**src/rtl/diff_rx.sv**
```systemverilog
// Differential-Manchester frame receiver: synchronises the line, times the
// transitions of every bit and emits each good frame with a one-cycle strobe.
module diff_rx #(
  parameter int DATA_PERIOD = 20,
  parameter int DATA_WIDTH  = 26
) (
  input  logic                  clk_in,
  input  logic                  rst_in,
  input  logic                  data_in,
  output logic [DATA_WIDTH-1:0] data_out,
  output logic                  valid_out,
  output logic                  error_out,
  output logic                  busy_out
);

  localparam int Q  = DATA_PERIOD / 4;
  localparam int CW = $clog2(5 * Q + 1);
  localparam int BW = $clog2(DATA_WIDTH);

  localparam logic [CW-1:0] C_Q    = CW'(Q);
  localparam logic [CW-1:0] C_3Q   = CW'(3 * Q);
  localparam logic [CW-1:0] C_5Q   = CW'(5 * Q);
  localparam logic [CW-1:0] C_5QM1 = CW'(5 * Q - 1);

  typedef enum logic [1:0] {
    IDLE,
    BIT,
    TAIL
  } state_t;

  state_t                state, state_nx;
  logic                  sync1, sync2, dly;
  logic [CW-1:0]         cnt, cnt_nx;
  logic [BW-1:0]         bitcnt, bitcnt_nx;
  logic                  mid, mid_nx;
  logic [DATA_WIDTH-2:0] shreg, shreg_nx;
  logic [DATA_WIDTH-1:0] data_nx;
  logic                  valid_nx, error_nx;
  logic                  line_edge, line_rise;

  assign line_edge = sync2 ^ dly;
  assign line_rise = sync2 & ~dly;
  assign busy_out  = (state != IDLE);

  always_ff @(posedge clk_in) begin
    if (!rst_in) begin
      sync1     <= 1'b0;
      sync2     <= 1'b0;
      dly       <= 1'b0;
      state     <= IDLE;
      cnt       <= '0;
      bitcnt    <= '0;
      mid       <= 1'b0;
      shreg     <= '0;
      data_out  <= '0;
      valid_out <= 1'b0;
      error_out <= 1'b0;
    end else begin
      sync1     <= data_in;
      sync2     <= sync1;
      dly       <= sync2;
      state     <= state_nx;
      cnt       <= cnt_nx;
      bitcnt    <= bitcnt_nx;
      mid       <= mid_nx;
      shreg     <= shreg_nx;
      data_out  <= data_nx;
      valid_out <= valid_nx;
      error_out <= error_nx;
    end
  end

  // Edge timing within a bit window decides mid transition, boundary or abort.
  always_comb begin
    state_nx  = state;
    cnt_nx    = (cnt == C_5Q) ? cnt : cnt + CW'(1);
    bitcnt_nx = bitcnt;
    mid_nx    = mid;
    shreg_nx  = shreg;
    data_nx   = data_out;
    valid_nx  = 1'b0;
    error_nx  = 1'b0;

    case (state)
      IDLE: begin
        cnt_nx = '0;
        if (line_rise) begin
          bitcnt_nx = BW'(DATA_WIDTH - 1);
          mid_nx    = 1'b0;
          state_nx  = BIT;
        end
      end
      BIT: begin
        if (line_edge && cnt < C_Q) begin
          error_nx = 1'b1;
        end else if (line_edge && cnt < C_3Q) begin
          if (!mid) mid_nx = 1'b1;
          else      error_nx = 1'b1;
        end else if (line_edge && cnt < C_5Q && bitcnt != '0) begin
          shreg_nx  = {shreg[DATA_WIDTH-3:0], mid};
          bitcnt_nx = bitcnt - BW'(1);
          cnt_nx    = '0;
          mid_nx    = 1'b0;
        end else if (bitcnt == '0 && cnt == C_3Q) begin
          data_nx  = {shreg, mid};
          valid_nx = 1'b1;
          state_nx = TAIL;
        end else if (!line_edge && cnt == C_5QM1 && bitcnt != '0) begin
          error_nx = 1'b1;
        end
        // An aborted frame simply falls back to idle; shreg is overwritten later.
        if (error_nx) begin
          state_nx = IDLE;
          cnt_nx   = '0;
        end
      end
      TAIL: begin
        if (cnt == C_5Q) begin
          state_nx = IDLE;
          cnt_nx   = '0;
        end
      end
      default: state_nx = IDLE;
    endcase
  end

endmodule

```
**config.mk**
```make
export PLATFORM = sky130hd
export DESIGN_NAME = diff_rx
export DESIGN_NICKNAME = d
export VERILOG_FILES = /design/src/rtl/diff_rx.sv
export SDC_FILE = /design/constraint.sdc
export NUM_CORES = 1
export LEC_CHECK = 0
export ABC_AREA = 1
export ABC_CLOCK_PERIOD_IN_PS = 2200
export CORE_ASPECT_RATIO = 1.25
export CORE_MARGIN = 3
export CORE_UTILIZATION = 55
export DETAILED_ROUTE_END_ITERATION = 12
export PLACE_DENSITY = 0.89
export SYNTH_ARGS = -nofsm -noshare
export SYNTH_HDL_FRONTEND = slang
export SYNTH_SLANG_ARGS = --single-unit
```
**constraint.sdc**
```tcl
create_clock -name clk_in -period 2.2 [get_ports clk_in]
set_input_delay 0.55 -clock clk_in [delete_from_list [all_inputs] [get_ports clk_in]]
set_output_delay 0.55 -clock clk_in [all_outputs]
set_load 0.02 [all_outputs]
```
==> impl_metrics.py <==
metrics = {
    "outcome": {
        "outcome": "finished, final reports clean",
    },
    "floorplanning": {
        "io-pin-count": 32,
        "fp-row-count": 28,
        "start_util": 0.588,
        "die_y_um": 86.9,
        "die_x_um": 70.7,
        "coreArea_um2": 4900,
        "die_area_um2": 6150,
    },
    "synthesis": {
        "yosysTopAreaCell": "dfxtp_1",
        "ys_seq_area_frac": 0.479,
        "synth_ff_type": "dfxtp_1",
        "yosys.area.top_type_share": 0.479,
        "synth_edf_count": 0,
        "syn_area_um2": 2880,
        "ys_async_sr_fraction": 0,
        "synth_area_leaders": "dfxtp_1 48%, nor2_1 8.7%, nand2_1 7.2%, nand3_1 7.1%, a21oi_1 6.6%",
        "yosys_warnings": 0,
        "synth_nets": 384,
        "syn_area_per_cell_um2": 7.73,
        "ys_types": 30,
        "syn_inst": 373,
        "ys_seq_elements": 69,
    },
    "sta": {
        "fin_crit_ps": 2090,
        "setup_viol": 0,
        "rsz0062_at_grt": "no",
        "finalMaxSlewViolations": 0,
        "slew_headroom": 0.712,
        "fin_setup_tns_ps": 0,
        "fin_crit_sh": 0.951,
        "fin_worst_skew_ps": 6.34,
        "hold_viol_final": 0,
        "fmax_ghz": 0.478,
        "worst_pin_slew_ps": 430,
    },
    "drt": {
        "drtIter0Drc": 180,
        "ant_nets": 0,
        "dr_total_vias": 2536,
        "wl_um": 6200,
        "avgRoutedWirePerCell_um": 13.3,
        "viasPerCell": 5.43,
        "first_pass_iters": 4,
        "drc": 0,
    },
    "setup_path": {
        "endpoint_kind": "output pin",
        "cp_slowest_stage_delay_ps": 610,
        "crit_chain": "nor2_1, inv_1, clkdlybuf4s50_1",
        "ff2ff_setup_slack_ps": 200,
        "critPathMaxFanout": 4,
        "startpoint_type": "flip-flop",
        "required_ps": 1650,
        "crit_type": "reg2out",
        "arrival_ps": 1540,
        "crit_slowest_cell": "clkdlybuf4s50_1",
    },
    "placed_design": {
        "post_dp_cell_area_um2": 3190,
        "dp_hpwl_um": 4190,
        "io_buffer_count": 31,
        "gp_congestion": 0.880,
    },
    "clocking": {
        "cts_max_level": 3,
        "cts_tree": "yes",
        "cts_made_buffers": 9,
        "hold_buffers": 0,
        "post_cts_resized": 0,
        "cts.sinks": 69,
        "root_buffer": "clkbuf_8",
        "clk_latency_ps": 340,
        "clkTransAtPathRegs_ps": 70,
        "cts_buffer_depth": 2,
        "postCtsSetupBuffers": 0,
    },
    "grt": {
        "overflow": 0,
        "grt_pass1_vias": 2379,
        "antenna_found_initial": 0,
        "grt_pass1_wl_um": 10300,
        "grt_util_all_layers": 0.213,
        "grt_max_degree": 37,
    },
    "cells_and_area": {
        "finish.net_count": 415,
        "final_cell_area_um2": 3340,
        "syn_to_final_growth_pct": 15.9,
        "diodes": 0,
        "final_common_cell": "dfxtp_1",
        "mostFrequentLayoutCells": "69 x dfxtp_1, 67 x nor2_1, 55 x nand2_1, 41 x nand3_1, 38 x a21oi_1",
        "layout-drive-gt1-share": 0.0885,
    },
    "power_and_ir_drop": {
        "p_per_area_nw_per_um2": 666,
        "vdd_drop_max_mv": 0.512,
        "power.leakage_nw": 1.42,
    },
    "run": {
        "cap_violations": 0,
    },
    "hold_path": {
        "worstHoldPathType": "reg2reg",
    },
}
-- synth_stat cells, types with 2 or more instances --
master    instances
nand2_1          55
o21ai_0          15
nor2_1           67
nand2_4           2
buf_4             2
buf_6             6
buf_2             3
a21oi_1          38
ha_1              8
dfxtp_1          69
nand4_1           2
nand3_1          41
inv_1            22
nand2_2           4
clkbuf_1          6
inv_2             4
o21ai_1          14
or2_2             3
-- state kept, by name (all words and copies together), names as in the netlist --
register	flops
bitcnt	5
cnt	5
data_out	26
dly	1
error_out	1
mid	1
shreg	25
state	2
sync1	1
sync2	1
valid_out	1
-- cell type report --
cell class              instances  area [um^2]
multi-input cells             260         1280
repair buffers                 37          355
clock inverters                 3         15.0
clock buffers                  11          131
fillers                       405         1570
flip-flops and latches         69         1380
inverters                      27          103
well taps                      60         75.1
-- routing by layer --
metal | vias up | GRT usage | wire (um)
li1 | 1274 | - | -
met1 | 1176 | 0.247 | 2730
met2 | 70 | 0.349 | 3030
met3 | 16 | 0.0624 | 305
met4 | 0 | 0.120 | 139
met5 | - | 0 | 0
-- kinds of logic (layout without fill, tap and decap cells) --
kind of cell | Yosys count | after routing | share of synthesized area
AND/OR/NAND/NOR | 181 | 181 | 0.281
AO/OA/AOI/OAI | 70 | 70 | 0.125
flip-flops | 69 | 69 | 0.479
buffers and inverters | 44 | 78 | 0.0768
adder cells (fa/ha/maj) | 8 | 8 | 0.0347
XOR/XNOR | 1 | 1 | 0.00304
-- metrics by stage --
step	setup slack, ps	total power, mW	hold slack [ps]	std cells	util
after global placement	247	1.43	394	453	0.651
after floorplan	602	1.40	390	373	-
after global routing	5.36	2.32	454	467	0.681
after detailed placement	194	1.43	397	453	0.651
final	108	2.23	425	467	0.681
after CTS	108	2.25	429	467	0.681
-- path summary, 6_finish.rpt --
check                           startpoint     endpoint  depth (start not counted)
worst max-delay path              state[0]     busy_out                          3
worst min-delay path                 sync1        sync2                          2
worst max register to register         dly  data_out[7]                          9
worst min register to register       sync1        sync2                          2
-- critical path, delay by kind of cell (launching register included) --
| family | cells | cell delay, ps |
|---|---|---|
| buffers and inverters | 2 | 720 |
| and+or+nand+nor | 1 | 100 |
| DFF | 1 | 390 |
-- report_power, final --
| group | switching, mW | total [mW] | leakage (nW) | internal [mW] |
|---|---|---|---|---|
| registers | 0.0109 | 1.27 | 0.557 | 1.26 |
| clock network | 0.428 | 0.819 | 0.0788 | 0.391 |
| logic | 0.0891 | 0.133 | 0.787 | 0.0441 |
| total | 0.528 | 2.23 | 1.42 | 1.70 |
Power figures use the tool's default switching activity.
